`config.mk`:
```
export PLATFORM = sky130hd
export DESIGN_NAME = vote_tally_flat
export DESIGN_NICKNAME = d
export VERILOG_FILES = /design/src/rtl/vote_pkg.sv /design/src/rtl/vote_tally_if.sv /design/src/rtl/sat_counter.sv /design/src/rtl/vote_tally.sv /design/src/flat_wrapper.sv
export SDC_FILE = /design/constraint.sdc
export NUM_CORES = 1
export LEC_CHECK = 0
export CORE_ASPECT_RATIO = 0.5
export CORE_UTILIZATION = 48
export CTS_CLUSTER_SIZE = 24
export DETAILED_ROUTE_END_ITERATION = 10
export PLACE_DENSITY = 0.78
export SYNTH_ARGS = -nofsm -noshare
export SYNTH_HDL_FRONTEND = slang
export SYNTH_SLANG_ARGS = --single-unit
```
`constraint.sdc`:
```
create_clock -name clk -period 2.8 [get_ports clk]
set_clock_uncertainty 0.15 [all_clocks]
set_input_delay 0.56 -clock clk [delete_from_list [all_inputs] [get_ports clk]]
set_output_delay 0.56 -clock clk [all_outputs]
set_load 0.1 [all_outputs]
```
`src/rtl/vote_pkg.sv`:
```
// vote_pkg: shared definitions for the vote tally block.
//   CW_DEF / TW_DEF : default widths of per-candidate and total counts
//   CAND_A..CAND_D  : candidate codes carried on vote_id
//   state_e         : session state (IDLE, OPEN, CLOSED)
package vote_pkg;

  localparam int CW_DEF = 6;
  localparam int TW_DEF = 8;

  localparam logic [1:0] CAND_A = 2'b00;
  localparam logic [1:0] CAND_B = 2'b01;
  localparam logic [1:0] CAND_C = 2'b10;
  localparam logic [1:0] CAND_D = 2'b11;

  typedef enum logic [1:0] {
    IDLE   = 2'd0,
    OPEN   = 2'd1,
    CLOSED = 2'd2
  } state_e;

endpackage

```
`src/rtl/vote_tally_if.sv`:
```
// vote_tally_if: session control, ballot handshake and result bundle.
//   master : drives start, close, vote_valid, vote_id; observes results
//   slave  : the tally block; drives vote_ready, VA..VD, total, ovf, done
interface vote_tally_if
  import vote_pkg::*;
#(
  parameter int CW = CW_DEF,
  parameter int TW = TW_DEF
);
  logic          start;
  logic          close;
  logic          vote_valid;
  logic [1:0]    vote_id;
  logic          vote_ready;
  logic [CW-1:0] VA;
  logic [CW-1:0] VB;
  logic [CW-1:0] VC;
  logic [CW-1:0] VD;
  logic [TW-1:0] total;
  logic          ovf;
  logic          done;

  modport master (
    output start, close, vote_valid, vote_id,
    input  vote_ready, VA, VB, VC, VD, total, ovf, done
  );

  modport slave (
    input  start, close, vote_valid, vote_id,
    output vote_ready, VA, VB, VC, VD, total, ovf, done
  );
endinterface

```
`src/rtl/sat_counter.sv`:
```
// sat_counter: saturating up-counter with synchronous clear.
//   clk, rst : clock, synchronous active-high reset
//   clr      : clear to zero (wins over inc)
//   inc      : add one unless already at all-ones
//   count    : registered count
//   sat      : count is at its maximum value
module sat_counter #(
  parameter int W = 6
) (
  input  logic         clk,
  input  logic         rst,
  input  logic         clr,
  input  logic         inc,
  output logic [W-1:0] count,
  output logic         sat
);

  logic [W-1:0] count_q;
  logic [W-1:0] count_d;

  assign sat   = &count_q;
  assign count = count_q;

  always_comb begin
    count_d = count_q;
    if (clr) begin
      count_d = '0;
    end else if (inc && !sat) begin
      count_d = count_q + 1'b1;
    end
  end

  always_ff @(posedge clk) begin
    if (rst) begin
      count_q <= '0;
    end else begin
      count_q <= count_d;
    end
  end

endmodule

```
`src/rtl/vote_tally.sv`:
```
// vote_tally: four-candidate ballot counter with session control.
//   clk, rst : clock, synchronous active-high reset
//   bus      : vote_tally_if slave port (start/close, ballot handshake,
//              per-candidate counts, total, sticky ovf, done)
//
// state  | meaning
// IDLE   | after reset, no session yet; counts held
// OPEN   | ballots accepted (vote_ready=1)
// CLOSED | session ended; counts final (done=1)
module vote_tally
  import vote_pkg::*;
#(
  parameter int CW = CW_DEF,
  parameter int TW = TW_DEF
) (
  input logic        clk,
  input logic        rst,
  vote_tally_if.slave bus
);

  state_e        state_q;
  state_e        state_d;
  logic          ovf_q;
  logic          ovf_d;

  logic          clr;
  logic          accept;
  logic [3:0]    inc_c;
  logic [3:0]    sat_c;
  logic          sat_t;
  logic [CW-1:0] cnt [4];
  logic [TW-1:0] tot;

  // Counters clear only on the edge that actually enters OPEN; start while
  // OPEN is ignored.
  assign clr    = bus.start && (state_q != OPEN);
  assign accept = bus.vote_valid && (state_q == OPEN);

  always_comb begin
    inc_c = '0;
    inc_c[bus.vote_id] = accept;
  end

  for (genvar g = 0; g < 4; g++) begin : g_cand
    sat_counter #(.W(CW)) u_cnt (
      .clk   (clk),
      .rst   (rst),
      .clr   (clr),
      .inc   (inc_c[g]),
      .count (cnt[g]),
      .sat   (sat_c[g])
    );
  end

  sat_counter #(.W(TW)) u_total (
    .clk   (clk),
    .rst   (rst),
    .clr   (clr),
    .inc   (accept),
    .count (tot),
    .sat   (sat_t)
  );

  always_comb begin
    state_d = state_q;
    unique case (state_q)
      IDLE:    if (bus.start) state_d = OPEN;
      OPEN:    if (bus.close) state_d = CLOSED;
      CLOSED:  if (bus.start) state_d = OPEN;
      default: state_d = IDLE;
    endcase
  end

  // A ballot landing on a saturated counter still completes the handshake;
  // it only raises the sticky flag.
  always_comb begin
    ovf_d = ovf_q;
    if (clr) begin
      ovf_d = 1'b0;
    end else if (|(inc_c & sat_c) || (accept && sat_t)) begin
      ovf_d = 1'b1;
    end
  end

  always_ff @(posedge clk) begin
    if (rst) begin
      state_q <= IDLE;
      ovf_q   <= 1'b0;
    end else begin
      state_q <= state_d;
      ovf_q   <= ovf_d;
    end
  end

  assign bus.vote_ready = (state_q == OPEN);
  assign bus.done       = (state_q == CLOSED);
  assign bus.ovf        = ovf_q;
  assign bus.VA         = cnt[CAND_A];
  assign bus.VB         = cnt[CAND_B];
  assign bus.VC         = cnt[CAND_C];
  assign bus.VD         = cnt[CAND_D];
  assign bus.total      = tot;

endmodule

```
`src/flat_wrapper.sv`:
```
// flat-port wrapper written by rule: the top's interface ports become plain ports
module vote_tally_flat import vote_pkg::*;
#(
  parameter int CW = CW_DEF,
  parameter int TW = TW_DEF
)
  (clk, rst, bus_start, bus_close, bus_vote_valid, bus_vote_id, bus_vote_ready, bus_VA, bus_VB, bus_VC, bus_VD, bus_total, bus_ovf, bus_done);
  vote_tally_if #(.CW(CW), .TW(TW)) bus_i ();
  input logic clk;
  input logic rst;
  input wire logic [$bits(bus_i.start)-1:0] bus_start;
  input wire logic [$bits(bus_i.close)-1:0] bus_close;
  input wire logic [$bits(bus_i.vote_valid)-1:0] bus_vote_valid;
  input wire logic [$bits(bus_i.vote_id)-1:0] bus_vote_id;
  output wire logic [$bits(bus_i.vote_ready)-1:0] bus_vote_ready;
  output wire logic [$bits(bus_i.VA)-1:0] bus_VA;
  output wire logic [$bits(bus_i.VB)-1:0] bus_VB;
  output wire logic [$bits(bus_i.VC)-1:0] bus_VC;
  output wire logic [$bits(bus_i.VD)-1:0] bus_VD;
  output wire logic [$bits(bus_i.total)-1:0] bus_total;
  output wire logic [$bits(bus_i.ovf)-1:0] bus_ovf;
  output wire logic [$bits(bus_i.done)-1:0] bus_done;
  assign bus_i.start = bus_start;
  assign bus_i.close = bus_close;
  assign bus_i.vote_valid = bus_vote_valid;
  assign bus_i.vote_id = bus_vote_id;
  assign bus_vote_ready = bus_i.vote_ready;
  assign bus_VA = bus_i.VA;
  assign bus_VB = bus_i.VB;
  assign bus_VC = bus_i.VC;
  assign bus_VD = bus_i.VD;
  assign bus_total = bus_i.total;
  assign bus_ovf = bus_i.ovf;
  assign bus_done = bus_i.done;
  vote_tally #(.CW(CW), .TW(TW)) u_core (.clk(clk), .rst(rst), .bus(bus_i));
endmodule
```
# Word level (Yosys, flattened, before mapping)
# Index checks and enable logic that the tools add are counted.
[totals] register_bits=35 output_inout_bits=35 wordCells=51
[classes] add_sub_neg=5 n_lt_le_gt_ge=2 eq_ne=5 mux=5 n_bitwise=2 reduce_logical=25
[ops] op="adder 6 x 1 -> 6 bit, second input constant" count=4
[ops] op="AND reduction 6 bit" count=4
[ops] op="logical AND 1 bit" count=9
[ops] op="adder 8 x 1 -> 8 bit, second input constant" count=1
[ops] op="bitwise AND 4 bit" count=2
[ops] op="AND reduction 8 bit" count=1
[ops] op="logical NOT 1 bit" count=5
[ops] op="two-way mux 2 bit" count=2
[ops] op="inequality test 2 x 1 -> 1 bit, second input constant" count=2
[ops] op="one-hot mux 2 bit (2 select lines)" count=1
[ops] op="OR reduction 2 bit" count=2
[ops] op="OR reduction 4 bit" count=1
[ops] op="less-than comparator 2 x 3 -> 1 bit, second input constant" count=1
[ops] op="demux 1 bit (select 2 bit)" count=1
[ops] op="equality test 2 x 1 -> 1 bit, second input constant" count=1
[ops] op="equality test 2 bit, second input constant" count=1
[ops] op=">= comparator 2 x 1 -> 1 bit, second input constant" count=1
[ops] op="logical NOT 2 bit" count=1
[ops] op="inequality test 2 bit, second input constant" count=1
[ops] op="AND reduction 2 bit" count=1
[ops] op="logical OR 1 bit" count=1
[ops] op="two-way mux 1 bit" count=1

# Longest topological paths before layout
[logic_depth] ltp_word=8 ltp_mapped=5 ltp_nobuf=5

# Hierarchy
# A second synthesis with hierarchy kept.
[unflattened] cells_unflattened=196 area_unflattened_um2=1789.2
[by_module_without_submodules] module="sat_counter (u_core.g_cand[0].u_cnt ...)" instances=4 cells_per_inst=32 area_per_inst_um2=292.8 seq_area_each_um2=120.1
[by_module_without_submodules] module="sat_counter (u_core.u_total)" instances=1 cells_per_inst=45 area_per_inst_um2=425.4 seq_area_each_um2=160.2
[by_module_without_submodules] module="vote_tally" instances=1 cells_per_inst=23 area_per_inst_um2=192.7 seq_area_each_um2=60.1

# Least setup slack after synthesis
# Ideal clock, no wire load.
[synth_timing] path_kind="register -> register" startpoint="register u_core.g_cand[1].u_cnt.count_q[0]" endpoint="register u_core.g_cand[1].u_cnt.count_q[5]" setup_time_ns=0.070 arrival_time_ns=2.295 required_time_ns=2.580 path_slack_ns=0.285 path_stages_with_launch=6 path_buffers=0 period_less_slack_ns=2.515 path_cell_list="dfxtp_1 ha_1 and3_1 a311o_1 or4_1 a21oi_1"
[synth_between] elab_chain_cells=3
[synth_rtl] item="start: declaration" line="sat_counter.sv:18" text="logic [W-1:0] count_q;"
[synth_rtl] item="start signal: assignment" line="sat_counter.sv:37" text="count_q <= count_d;"
[synth_rtl] item="parallel branches: the longest is 3 deep, another holds adder 6 x 1 -> 6 bit"
# Parallel ways; which one is timed is not known.
# A chain may end at the register's enable or synchronous reset.

# Worst setup path in the final report
[layout_timing] startpoint="input port bus_vote_valid" endpoint="register u_core.g_cand[0].u_cnt.count_q[5]"
[layout_between] elab_chain_cells=3
[layout_rtl] item="start: declaration" line="flat_wrapper.sv:13" text="input wire logic [$bits(bus_i.vote_valid)-1:0] bus_vote_valid;"
[layout_rtl] item="logical AND 1 bit" line="vote_tally.sv:37" text="assign accept = bus.vote_valid && (state_q == OPEN);"
[layout_rtl] item="bitwise AND 4 bit (no source line)"
[layout_rtl] item="logical AND 1 bit" line="sat_counter.sv:28" text="end else if (inc && !sat) begin"
[layout_rtl] item="end signal: assignment" line="sat_counter.sv:37"
[layout_rtl] item="end: declaration" line="sat_counter.sv:18"
# No other way between the ends.

==> impl_metrics.csv <==
group,metric,value,unit
status,status,"finished clean",
layout,fillers,274,
route,viasPerCell,5.63,
floorplan,placementRows,14,
critical_path,path_buf_inv,1,
critical_path,critical_path.startpoint_type,"primary input",
yosys,synth_compound_area_share,19.2,%
cts,cts-root-buf,"clkbuf_8",
yosys,synth_top_family_by_area,"simple AND/OR/NAND/NOR gates",
floorplan,initial_core_util,53.5,%
layout,seqCellArea,701,um^2
critical_path,worstPathMaxFanout,10,
sta,period_share,82.0,%
critical_path,r2r-start,"u_core.g_cand[1].u_cnt.count[0]$_SDFFE_PP0P_",
placement,placed_cell_area,0.00206,mm^2
cts,postCtsSetupBuffers,0,
pwr,power_density,481,mW/mm^2
sta,setup_tns,0,ns
cts,cts_buffers,5,
critical_path,critPathTopFamily,"simple AND/OR/NAND/NOR gates",
yosys,yosys_most_used_dff,"dfxtp_1",
cts,clk_latency,0.30,ns
global_route,grt_max_degree,22,
cts,h-tree-depth,2,
sta,relSlewSlack,62.2,%
pwr,p_clk_share,44.2,%
cts,cts_hold_buf,0,
pwr,p_sw,0.000253,W
route,dr.pass1.iters,4,
yosys,yosysWarnings,0,
pwr,comb_power_share,7.4,%
route,drt_iter0_drc,76,
pwr,irDropWorstVdd,0.000323,V
yosys,netlist_instances,192,
yosys,synthesis.nets,204,
layout,nets,249,
cts,clock-sinks,35,
pwr,seq_power_share,48.3,%
route,wl_per_cell,13.9,um
critical_path,crit_chain,"clkdlybuf4s50_1 > and3b_1 > o211ai_1 > or4_1 > a21oi_1",
critical_path,required,2.88,ns
sta,worstMarginPinSlew,0.564,ns
layout,layout_commonest_cell,"buf_4",
route,remaining_drc_errors,0,
yosys,synthXorXnorAreaFrac,4.13,%
yosys,synth.yosys.seq_area_share,41.3,%
critical_path,cp_slowest_cell,"clkdlybuf4s50_1",
yosys,ys_seq_elements,35,
yosys,synth.distinct_cells,44,
hold_path,hp-class,"flip-flop to flip-flop",
sta,hold_viol_final,0,
pwr,swShare,24.3,%
yosys,muxShareOfSynthArea,3.54,%
layout,syn_to_final_growth,27.9,%
cts,cts_tree,"done",
sta,rsz0062_at_grt,"false",
global_route,grt_pass1_vias,1450,
yosys,synth_edf_count,0,
cts,clk_pin_slew_worst_paths,0.07,ns
sta,fmax,436,MHz
global_route,antenna_found_initial,0,
yosys,synth-async-reset-ratio,0,%
critical_path,critPathLaunch,"bus_vote_valid",
yosys,syn_area,0.00170,mm^2
placement,io_buffer_count,41,
pwr,p_int,0.000790,W
route,final_antenna_net_count,0,
layout,fin_area,0.00217,mm^2
yosys,avgSynthCellArea,8.83,um^2
route,routed-via-count,1610,
global_route,grt_pass1_wl,6450,um
yosys,yosys.area_share.simple,25.0,%
cts,clk_path_buf_depth,2,
hold_path,hold_start,"u_core.g_cand[0].u_cnt.count[5]$_SDFFE_PP0P_",
floorplan,fp.dieW,86.1,um
cts,ctsResizeCount,0,
layout,drive_gt1_share,20.6,%
global_route,overflow,0,
critical_path,end_kind,"flip-flop",
sta,setup_viol_count_final,0,
route,drt_wl_total,3980,um
layout,multi_input_area,942,um^2
sta,slew_violations,0,
critical_path,critPathArrivalTime,2.37,ns
floorplan,chipHeight,44.0,um
floorplan,fp.coreArea,0.00317,mm^2
layout,layout_common_cells,"buf_4, dfxtp_1, nor2_1",
layout,diodes,0,
flow_run,max_cap_violations,0,
critical_path,max_stage_delay,0.52,ns
yosys,synthAdderAreaFrac,3.69,%
layout,utilization,68.4,%
placement,place_congestion,0.783,
pwr,p_leak,0.872,nW
global_route,groute.usage.overall,22.8,%
floorplan,dieArea,0.00379,mm^2
placement,hpwl,2890,um
critical_path,path_class,"primary input to flip-flop",
floorplan,ioPinCount,42,
sta,fin_crit,2.30,ns
==> per-stage QoR <==
stage,power [W],instances,setup WS [ns],hold slack [ns]
finish,0.00104,286,0.504,0.357
global route,0.00107,286,0.403,0.387
CTS,0.00105,286,0.526,0.358
detailed placement,0.000593,278,0.226,0.344
global placement,0.000592,278,0.278,0.333
floorplan,0.000570,192,0.285,0.466
==> Yosys cell counts, drive strengths merged (2+ instances only) <==
cell type,n,area share (%)
nor3,2,0.59
and3,3,1.1
or3,6,2.3
xor2,6,3.1
ha,5,3.7
dfxtp,35,41
o2111ai,2,1.0
nor2b,2,0.74
xnor2,2,1.0
nand4,4,1.5
a311oi,3,1.6
or4,7,3.1
a21oi,16,4.7
nand3,10,3.0
o31ai,5,2.2
nand4b,2,1.4
nand2,14,3.1
mux2i,6,3.5
o211ai,8,3.5
clkbuf,3,1.3
o21ai,8,2.4
inv,4,0.89
nor2,22,4.9
buf,2,0.96
==> final cells by class <==
type                            count  share of cell area [%]
Multi-Input combinational cell    148                    43.5
Sequential cell                    35                    32.3
Timing Repair Buffer               43                    15.6
Clock buffer                        5                    3.17
Tap cell                           48                    2.77
Clock inverter                      3                    2.02
Inverter                            4                   0.692
==> cell families (layout without fill, tap and decap cells) <==
family,Yosys count,count (layout)
xor+xnor,8,8
mux,6,6
compound gates,50,50
fa+ha+maj,5,5
simple gates,79,79
flops,35,35
buf+inv,9,55
==> path summary, 6_finish.rpt <==
path / to / slack (ns) / cells after the start
setup / recovery: u_core.g_cand[0].u_cnt.count[5]$_SDFFE_PP0P_ / 0.50 / 5
hold / removal: u_core.g_cand[0].u_cnt.count[5]$_SDFFE_PP0P_ / 0.36 / 2
setup reg to reg: u_core.g_cand[1].u_cnt.count[5]$_SDFFE_PP0P_ / 0.68 / 5
hold reg to reg: u_core.g_cand[0].u_cnt.count[5]$_SDFFE_PP0P_ / 0.36 / 2
==> routing by layer <==
layer | global-route usage, % | part of all wire [%]
met2 | 36.3 | 44
met1 | 29.3 | 49
met4 | 11.3 | 1.4
met5 | 0 | 0
met3 | 5.97 | 5.4
==> sequential cells by signal, summed over array words and instances (netlist names) <==
register	count
u_core.bus.ovf	1
u_core.g_cand.u_cnt.count	24
u_core.state_q	2
u_core.u_total.count	8
==> worst register-to-register path, stage by stage (launching register included) <==
cell	delay, ns
dfxtp_1	0.35
ha_1	0.25
and3_1	0.21
a311o_1	0.43
or4_1	0.52
a21oi_1	0.15
==> power by group through the flow <==
| stage | sequential [W] | clock (W) | combinational, W |
|---|---|---|---|
| floorplan | 0.000524 | 0 | 0.0000463 |
| global placement | 0.000516 | 0 | 0.0000763 |
| detailed placement | 0.000516 | 0 | 0.0000773 |
| CTS | 0.000504 | 0.000469 | 0.0000776 |
| global route | 0.000505 | 0.000485 | 0.0000830 |
| finish | 0.000504 | 0.000461 | 0.0000776 |
No activity file was read; power rests on OpenSTA's default activity.
